File: src/rtl/trace_buffer_pkg.sv
// trace_buffer_pkg
//   Shared definitions for the trace recorder: FSM state encoding, capture
//   mode encoding, default geometry and a helper that folds the reserved
//   mode value onto TRIG.
package trace_buffer_pkg;

  typedef enum logic [1:0] {
    TB_IDLE  = 2'd0,
    TB_ARMED = 2'd1,
    TB_POST  = 2'd2,
    TB_DONE  = 2'd3
  } tb_state_e;

  typedef enum logic [1:0] {
    TB_WRAP = 2'd0,
    TB_TRIG = 2'd1,
    TB_FILL = 2'd2
  } tb_mode_e;

  localparam int TB_DEFAULT_SW    = 32;
  localparam int TB_DEFAULT_DEPTH = 64;
  localparam int TB_DEFAULT_CW    = 16;

  // Mode 3 has no meaning of its own and behaves exactly like TRIG.
  function automatic tb_mode_e norm_mode(input logic [1:0] m);
    tb_mode_e r;
    case (m)
      2'd0:    r = TB_WRAP;
      2'd2:    r = TB_FILL;
      default: r = TB_TRIG;
    endcase
    return r;
  endfunction

endpackage

File: src/rtl/trace_buffer_ram.sv
// trace_buffer_ram
//   Simple dual-port RAM, DEPTH x DW, one write port and one synchronous
//   read port, no reset (maps onto block RAM).
//   Ports:
//     clk      clock
//     we_i     write enable
//     waddr_i  write address
//     wdata_i  write data
//     re_i     read enable; rdata_o only updates when set
//     raddr_i  read address
//     rdata_o  registered read data (read-during-write returns old data)
module trace_buffer_ram #(
  parameter int DW    = 48,
  parameter int DEPTH = 64,
  parameter int AW    = $clog2(DEPTH)
) (
  input  logic          clk,
  input  logic          we_i,
  input  logic [AW-1:0] waddr_i,
  input  logic [DW-1:0] wdata_i,
  input  logic          re_i,
  input  logic [AW-1:0] raddr_i,
  output logic [DW-1:0] rdata_o
);

  logic [DW-1:0] mem_q [DEPTH];

  // Both accesses are non-blocking in the same process, so a read of the
  // address being written sees the previous contents.
  always_ff @(posedge clk) begin
    if (we_i) begin
      mem_q[waddr_i] <= wdata_i;
    end
    if (re_i) begin
      rdata_o <= mem_q[raddr_i];
    end
  end

endmodule

File: src/rtl/trace_buffer.sv
// trace_buffer
//   On-chip pipeline trace recorder. Valid debug words are stored with a
//   free-running cycle stamp into a circular RAM while capturing. A masked
//   pattern trigger, a post-trigger depth and three capture modes (WRAP,
//   TRIG, FILL) decide when capture stops. The buffer is readable at any time.
//   Ports:
//     clk, rst         clock, asynchronous active-low reset
//     sample_i/valid_i debug word and its qualifier
//     arm_i            clear buffer, latch config, start capture
//     stop_i           force DONE while capturing
//     mode_i           0 WRAP, 1 TRIG, 2 FILL, 3 = TRIG
//     trig_mask_i/trig_val_i  trigger pattern
//     post_i           samples kept after the trigger sample
//     rd_addr_i/rd_en_i readout request
//     rd_data_o/rd_stamp_o/rd_valid_o  readout result, 1-cycle latency
//     state_o, triggered_o, trig_addr_o, wptr_o, count_o, oldest_o  status
module trace_buffer
  import trace_buffer_pkg::*;
#(
  parameter  int SW    = TB_DEFAULT_SW,
  parameter  int DEPTH = TB_DEFAULT_DEPTH,
  parameter  int CW    = TB_DEFAULT_CW,
  localparam int AW    = $clog2(DEPTH)
) (
  input  logic          clk,
  input  logic          rst,
  input  logic [SW-1:0] sample_i,
  input  logic          valid_i,
  input  logic          arm_i,
  input  logic          stop_i,
  input  logic [1:0]    mode_i,
  input  logic [SW-1:0] trig_mask_i,
  input  logic [SW-1:0] trig_val_i,
  input  logic [AW-1:0] post_i,
  input  logic [AW-1:0] rd_addr_i,
  input  logic          rd_en_i,
  output logic [SW-1:0] rd_data_o,
  output logic [CW-1:0] rd_stamp_o,
  output logic          rd_valid_o,
  output logic [1:0]    state_o,
  output logic          triggered_o,
  output logic [AW-1:0] trig_addr_o,
  output logic [AW-1:0] wptr_o,
  output logic [AW:0]   count_o,
  output logic [AW-1:0] oldest_o
);

  localparam logic [AW:0] FULL = (AW+1)'(DEPTH);

  tb_state_e     state_q, state_d;
  tb_mode_e      mode_q, mode_d;
  logic [SW-1:0] mask_q, mask_d;
  logic [SW-1:0] val_q, val_d;
  logic [AW-1:0] post_q, post_d;
  logic [AW-1:0] remaining_q, remaining_d;
  logic [AW-1:0] wptr_q, wptr_d;
  logic [AW:0]   count_q, count_d;
  logic          triggered_q, triggered_d;
  logic [AW-1:0] trig_addr_q, trig_addr_d;
  logic [CW-1:0] stamp_q;
  logic          rd_valid_q;
  logic          rd_seen_q;

  logic          capturing;
  logic          wr_en;
  logic          hit;
  logic [AW:0]   count_inc;
  logic [SW+CW-1:0] ram_rdata;

  assign capturing = (state_q == TB_ARMED) || (state_q == TB_POST);
  // arm and stop both suppress the write on their edge.
  assign wr_en     = capturing && valid_i && !arm_i && !stop_i;
  // Only the first hit after arming counts; triggered_q makes it sticky.
  assign hit       = (state_q == TB_ARMED) && valid_i && !triggered_q &&
                     (((sample_i ^ val_q) & mask_q) == '0);
  assign count_inc = (count_q == FULL) ? count_q : count_q + 1'b1;

  always_ff @(posedge clk or negedge rst) begin
    if (!rst) begin
      state_q     <= TB_IDLE;
      mode_q      <= TB_WRAP;
      mask_q      <= '0;
      val_q       <= '0;
      post_q      <= '0;
      remaining_q <= '0;
      wptr_q      <= '0;
      count_q     <= '0;
      triggered_q <= 1'b0;
      trig_addr_q <= '0;
      stamp_q     <= '0;
      rd_valid_q  <= 1'b0;
      rd_seen_q   <= 1'b0;
    end else begin
      state_q     <= state_d;
      mode_q      <= mode_d;
      mask_q      <= mask_d;
      val_q       <= val_d;
      post_q      <= post_d;
      remaining_q <= remaining_d;
      wptr_q      <= wptr_d;
      count_q     <= count_d;
      triggered_q <= triggered_d;
      trig_addr_q <= trig_addr_d;
      stamp_q     <= stamp_q + 1'b1;
      rd_valid_q  <= rd_en_i;
      if (rd_en_i) begin
        rd_seen_q <= 1'b1;
      end
    end
  end

  always_comb begin
    state_d     = state_q;
    mode_d      = mode_q;
    mask_d      = mask_q;
    val_d       = val_q;
    post_d      = post_q;
    remaining_d = remaining_q;
    wptr_d      = wptr_q;
    count_d     = count_q;
    triggered_d = triggered_q;
    trig_addr_d = trig_addr_q;

    if (arm_i) begin
      // Restart from any state; arm outranks stop and trigger hits.
      state_d     = TB_ARMED;
      mode_d      = norm_mode(mode_i);
      mask_d      = trig_mask_i;
      val_d       = trig_val_i;
      post_d      = post_i;
      wptr_d      = '0;
      count_d     = '0;
      triggered_d = 1'b0;
      trig_addr_d = '0;
    end else if (capturing && stop_i) begin
      state_d = TB_DONE;
    end else if (wr_en) begin
      wptr_d  = wptr_q + 1'b1;
      count_d = count_inc;
      case (state_q)
        TB_ARMED: begin
          if (hit) begin
            triggered_d = 1'b1;
            trig_addr_d = wptr_q;
            if (mode_q == TB_TRIG) begin
              if (post_q == '0) begin
                state_d = TB_DONE;
              end else begin
                state_d     = TB_POST;
                remaining_d = post_q;
              end
            end
          end
          if ((mode_q == TB_FILL) && (count_inc == FULL)) begin
            state_d = TB_DONE;
          end
        end
        TB_POST: begin
          remaining_d = remaining_q - 1'b1;
          if (remaining_q == 1'b1) begin
            state_d = TB_DONE;
          end
        end
        default: ;
      endcase
    end
  end

  trace_buffer_ram #(
    .DW    (SW + CW),
    .DEPTH (DEPTH),
    .AW    (AW)
  ) u_ram (
    .clk     (clk),
    .we_i    (wr_en),
    .waddr_i (wptr_q),
    .wdata_i ({sample_i, stamp_q}),
    .re_i    (rd_en_i),
    .raddr_i (rd_addr_i),
    .rdata_o (ram_rdata)
  );

  // The RAM read register has no reset; keep the readout at zero until the
  // first read so the outputs are defined straight out of reset.
  assign rd_data_o   = rd_seen_q ? ram_rdata[SW+CW-1:CW] : '0;
  assign rd_stamp_o  = rd_seen_q ? ram_rdata[CW-1:0]     : '0;
  assign rd_valid_o  = rd_valid_q;
  assign state_o     = state_q;
  assign triggered_o = triggered_q;
  assign trig_addr_o = trig_addr_q;
  assign wptr_o      = wptr_q;
  assign count_o     = count_q;
  assign oldest_o    = (count_q == FULL) ? wptr_q : '0;

endmodule

File: config.mk
export PLATFORM = sky130hd
export DESIGN_NAME = trace_buffer
export DESIGN_NICKNAME = d
export VERILOG_FILES = /design/src/rtl/trace_buffer_pkg.sv /design/src/rtl/trace_buffer_ram.sv /design/src/rtl/trace_buffer.sv
export SDC_FILE = /design/constraint.sdc
export NUM_CORES = 2
export LEC_CHECK = 0
export CORE_MARGIN = 1
export CORE_UTILIZATION = 56
export DETAILED_ROUTE_END_ITERATION = 7
export PLACE_DENSITY = 0.75
export SETUP_SLACK_MARGIN = 0.05
export SLEW_MARGIN = 20
export SYNTH_ARGS = -nofsm -noshare
export SYNTH_HDL_FRONTEND = slang
export SYNTH_HIERARCHICAL = 1
export SYNTH_SLANG_ARGS = --single-unit
export TNS_END_PERCENT = 20
File: constraint.sdc
create_clock -name clk -period 6.18 [get_ports clk]
set_clock_uncertainty 0.2 [all_clocks]
set_input_delay 0.618 -clock clk [delete_from_list [all_inputs] [get_ports clk]]
set_output_delay 0.618 -clock clk [all_outputs]
set_load 0.02 [all_outputs]
==> metrics.txt <==
Mapped Cells 5499; CTS sink count 3238; worst r2r path cells 10; Synth area leaders edfxtp_1 (76%), mux4_2 (14%), dfrtp_1 (2.4%); core area 0.220 mm^2; total power 45.8 mW; Synth Cell Area 0.124 mm^2; Critical Setup Path Class flip-flop to flip-flop; Worst-path clk slew 0.06 ns; Yosys cell types 61; post-synth top area share 75.8%; DRT antenna net count 0; dpl cells 8481; # fillers 13790; Routed WL per cell 37.5 um; vias in the first global route 62527; number of synthesized flops with an enable pin 3120; Die Width 472 um; largest net degree at the start of global routing 107; normalized max-slew margin 14.1%; I/O Buffers 192; Slew @ Worst Pin 1.28 ns; CP arrival 4.94 ns; CP Capture Type flip-flop; global-route wire length before repair 476 mm; Max Cap Viol 0; Final period util 73.8%; WL final 340 mm; Tmin final 4.56 ns; Root Driver clkbuf_16; Setup WS pre-CTS 1.34 ns; Std-Cell Rows 172; Setup WS post-layout 1.62 ns; most frequent cells in the layout edfxtp_1 (3120), mux4_2 (754), clkbuf_16 (334); Ys Warns 6; register area share after synthesis 78.2%; clock latency on the worst-skew pair 0.95 ns; syn_area_per_cell 22.5 um^2; CP Launch Type flip-flop; Finished Core Util 64.0%; vias post-DR 63061; TritonCTS Buffers 326; Post-CTS Setup Bufs 0; fin nets 6072; final instance area 0.140 mm^2; HP Class input pin to flip-flop; num ports 193; hold path depth 2; area delta synth->final 13.7%; area leader, netlist edfxtp_1; post-route insts no fill 9061; asr flop ratio synth 3.64%; maximum buffer depth of the clock tree 4; Total Routing Usage GR 30.7%; setup violators final 0; CP max stage cell nor2_4; Chip Height 472 um; final count of pins violating max slew 0; Vias/cell 6.96; # DRC 0; Initial DRT Pass Iterations 6; full die area 0.222 mm^2; CP peak stage delay 0.92 ns; Placed Area 0.130 mm^2; share of layout cells above drive strength 1 26.7%; cells along the critical path inv_1 > ha_1 > nor3b_4 > nand2b_4 > inv_1 > buf_4 > nor2b_1 > nand2_1 > nor2_4 > buf_4; Fin. Hold Viols 0; Starting Density 56.3%; RePlAce Congestion 0.877; syn nets 5623; Critical Path RT 6.56 ns; RSZ-0062 raised after global routing no; # resized after CTS 0; P_leak 44.8 nW; most common cell after layout, fill and taps aside edfxtp_1; fmax 219 MHz; CTS tree done; Hold WS 0.0257 ns; DRT iter0 DRCs 9943; Yosys reg bits 3238; gr ovfl total 0; power per cell area 326 mW/mm^2; status completed; top_reg_cell synth edfxtp_1; crit path max fanout 18; initial antenna violation count 24; VDD IR max 0.000292 V; H-tree depth 5; Final TNS setup 0 ns; HPWL after DPL 195 mm
-- power breakdown --
group          internal [mW]  total, mW  switching [mW]
Sequential              24.1       24.2           0.104
Combinational          0.890       2.44            1.55
Clock                   11.1       19.2            8.10
Total                   36.1       45.8            9.75
-- synth_stat cells, types with 12 or more instances --
master / instances
edfxtp_1: 3120
mux4_2: 754
nor2_1: 161
o22ai_1: 124
clkbuf_1: 119
dfrtp_1: 118
buf_2: 98
a22oi_1: 88
a221oi_1: 84
a21oi_1: 82
mux2_2: 82
nand2_1: 75
mux2i_1: 63
buf_4: 62
a22o_1: 58
and2_1: 58
xor2_1: 43
a211oi_1: 35
o221ai_1: 29
nand3_1: 27
nor2b_1: 25
inv_1: 23
xnor2_1: 16
buf_1: 13
o21ai_0: 13
a311oi_1: 12
nand2b_1: 12
nand3b_1: 12
-- layout make-up --
class / instances / area [um^2] / share of cell area (%)
tap: 2871 / 3590 / 2.56
multi-input combinational: 1934 / 25800 / 18.4
sequential: 3238 / 96700 / 68.8
inverter: 23 / 86.3 / 0.0615
clock inverter: 163 / 1590 / 1.13
antenna: 11 / 27.5 / 0.0196
timing repair buffer: 425 / 4070 / 2.90
clock buffer: 396 / 8600 / 6.13
-- per-layer routing --
layer / GRT usage, % / part of all wire, % / routed length (um) / vias to the layer above
met5: 0 / 0.045 / 154 / -
met4: 13.9 / 5.2 / 17700 / 24
met3: 8.30 / 13 / 44500 / 780
met2: 47.3 / 47 / 160000 / 4943
met1: 41.4 / 35 / 118000 / 33057
li1: - / - / - / 24257
-- final timing paths --
| kind | start | end | slack (ns) |
|---|---|---|---|
| hold / removal | sample_i[24] | u_ram/mem_q[25][40]$_DFFE_PP_ | 0.03 |
| setup reg to reg | state_o[0]$_DFFE_PN0P_ | u_ram/mem_q[0][41]$_DFFE_PP_ | 1.62 |
| hold reg to reg | mask_q[5]$_DFFE_PN0P_ | mask_q[5]$_DFFE_PN0P_ | 0.31 |
| min in group asynchronous | rst | val_q[10]$_DFFE_PN0P_ | 0.07 |
| setup / recovery | state_o[0]$_DFFE_PN0P_ | u_ram/mem_q[0][41]$_DFFE_PP_ | 1.62 |
| max in group asynchronous | rst | count_o[2]$_DFFE_PN0P_ | 4.53 |
-- flip-flops by register name, indices dropped and copies added (netlist names), 2 cells and up --
register and cells:
mask_q 32, u_ram/rdata_o 48, post_q 6, remaining_q 6
val_q 32, u_ram/mem_q 3072, trig_addr_o 6, mode_q 2
count_o 7, wptr_o 6, stamp_q 16, state_o 2
-- critical path, delay by kind of cell (launching register included) --
kind          cells  cell delay, ns
simple gates      5            2.37
fa+ha+maj         1            0.37
buf+inv           4            0.87
flops             1            0.38
-- cells by family after synthesis --
family,share of synthesized area [%]
compound gates,3.19
xor+xnor,0.418
fa+ha+maj,0.0810
buf+inv,1.35
flops,78.2
mux,15.0
simple gates,1.70
-- repair_timing --
action | in CTS | in global routing
hold endpoints to repair | 116 | 0
hold buffers | 10 | 0
setup endpoints to repair | 0 | 0
(Power assumes the default switching activity.)
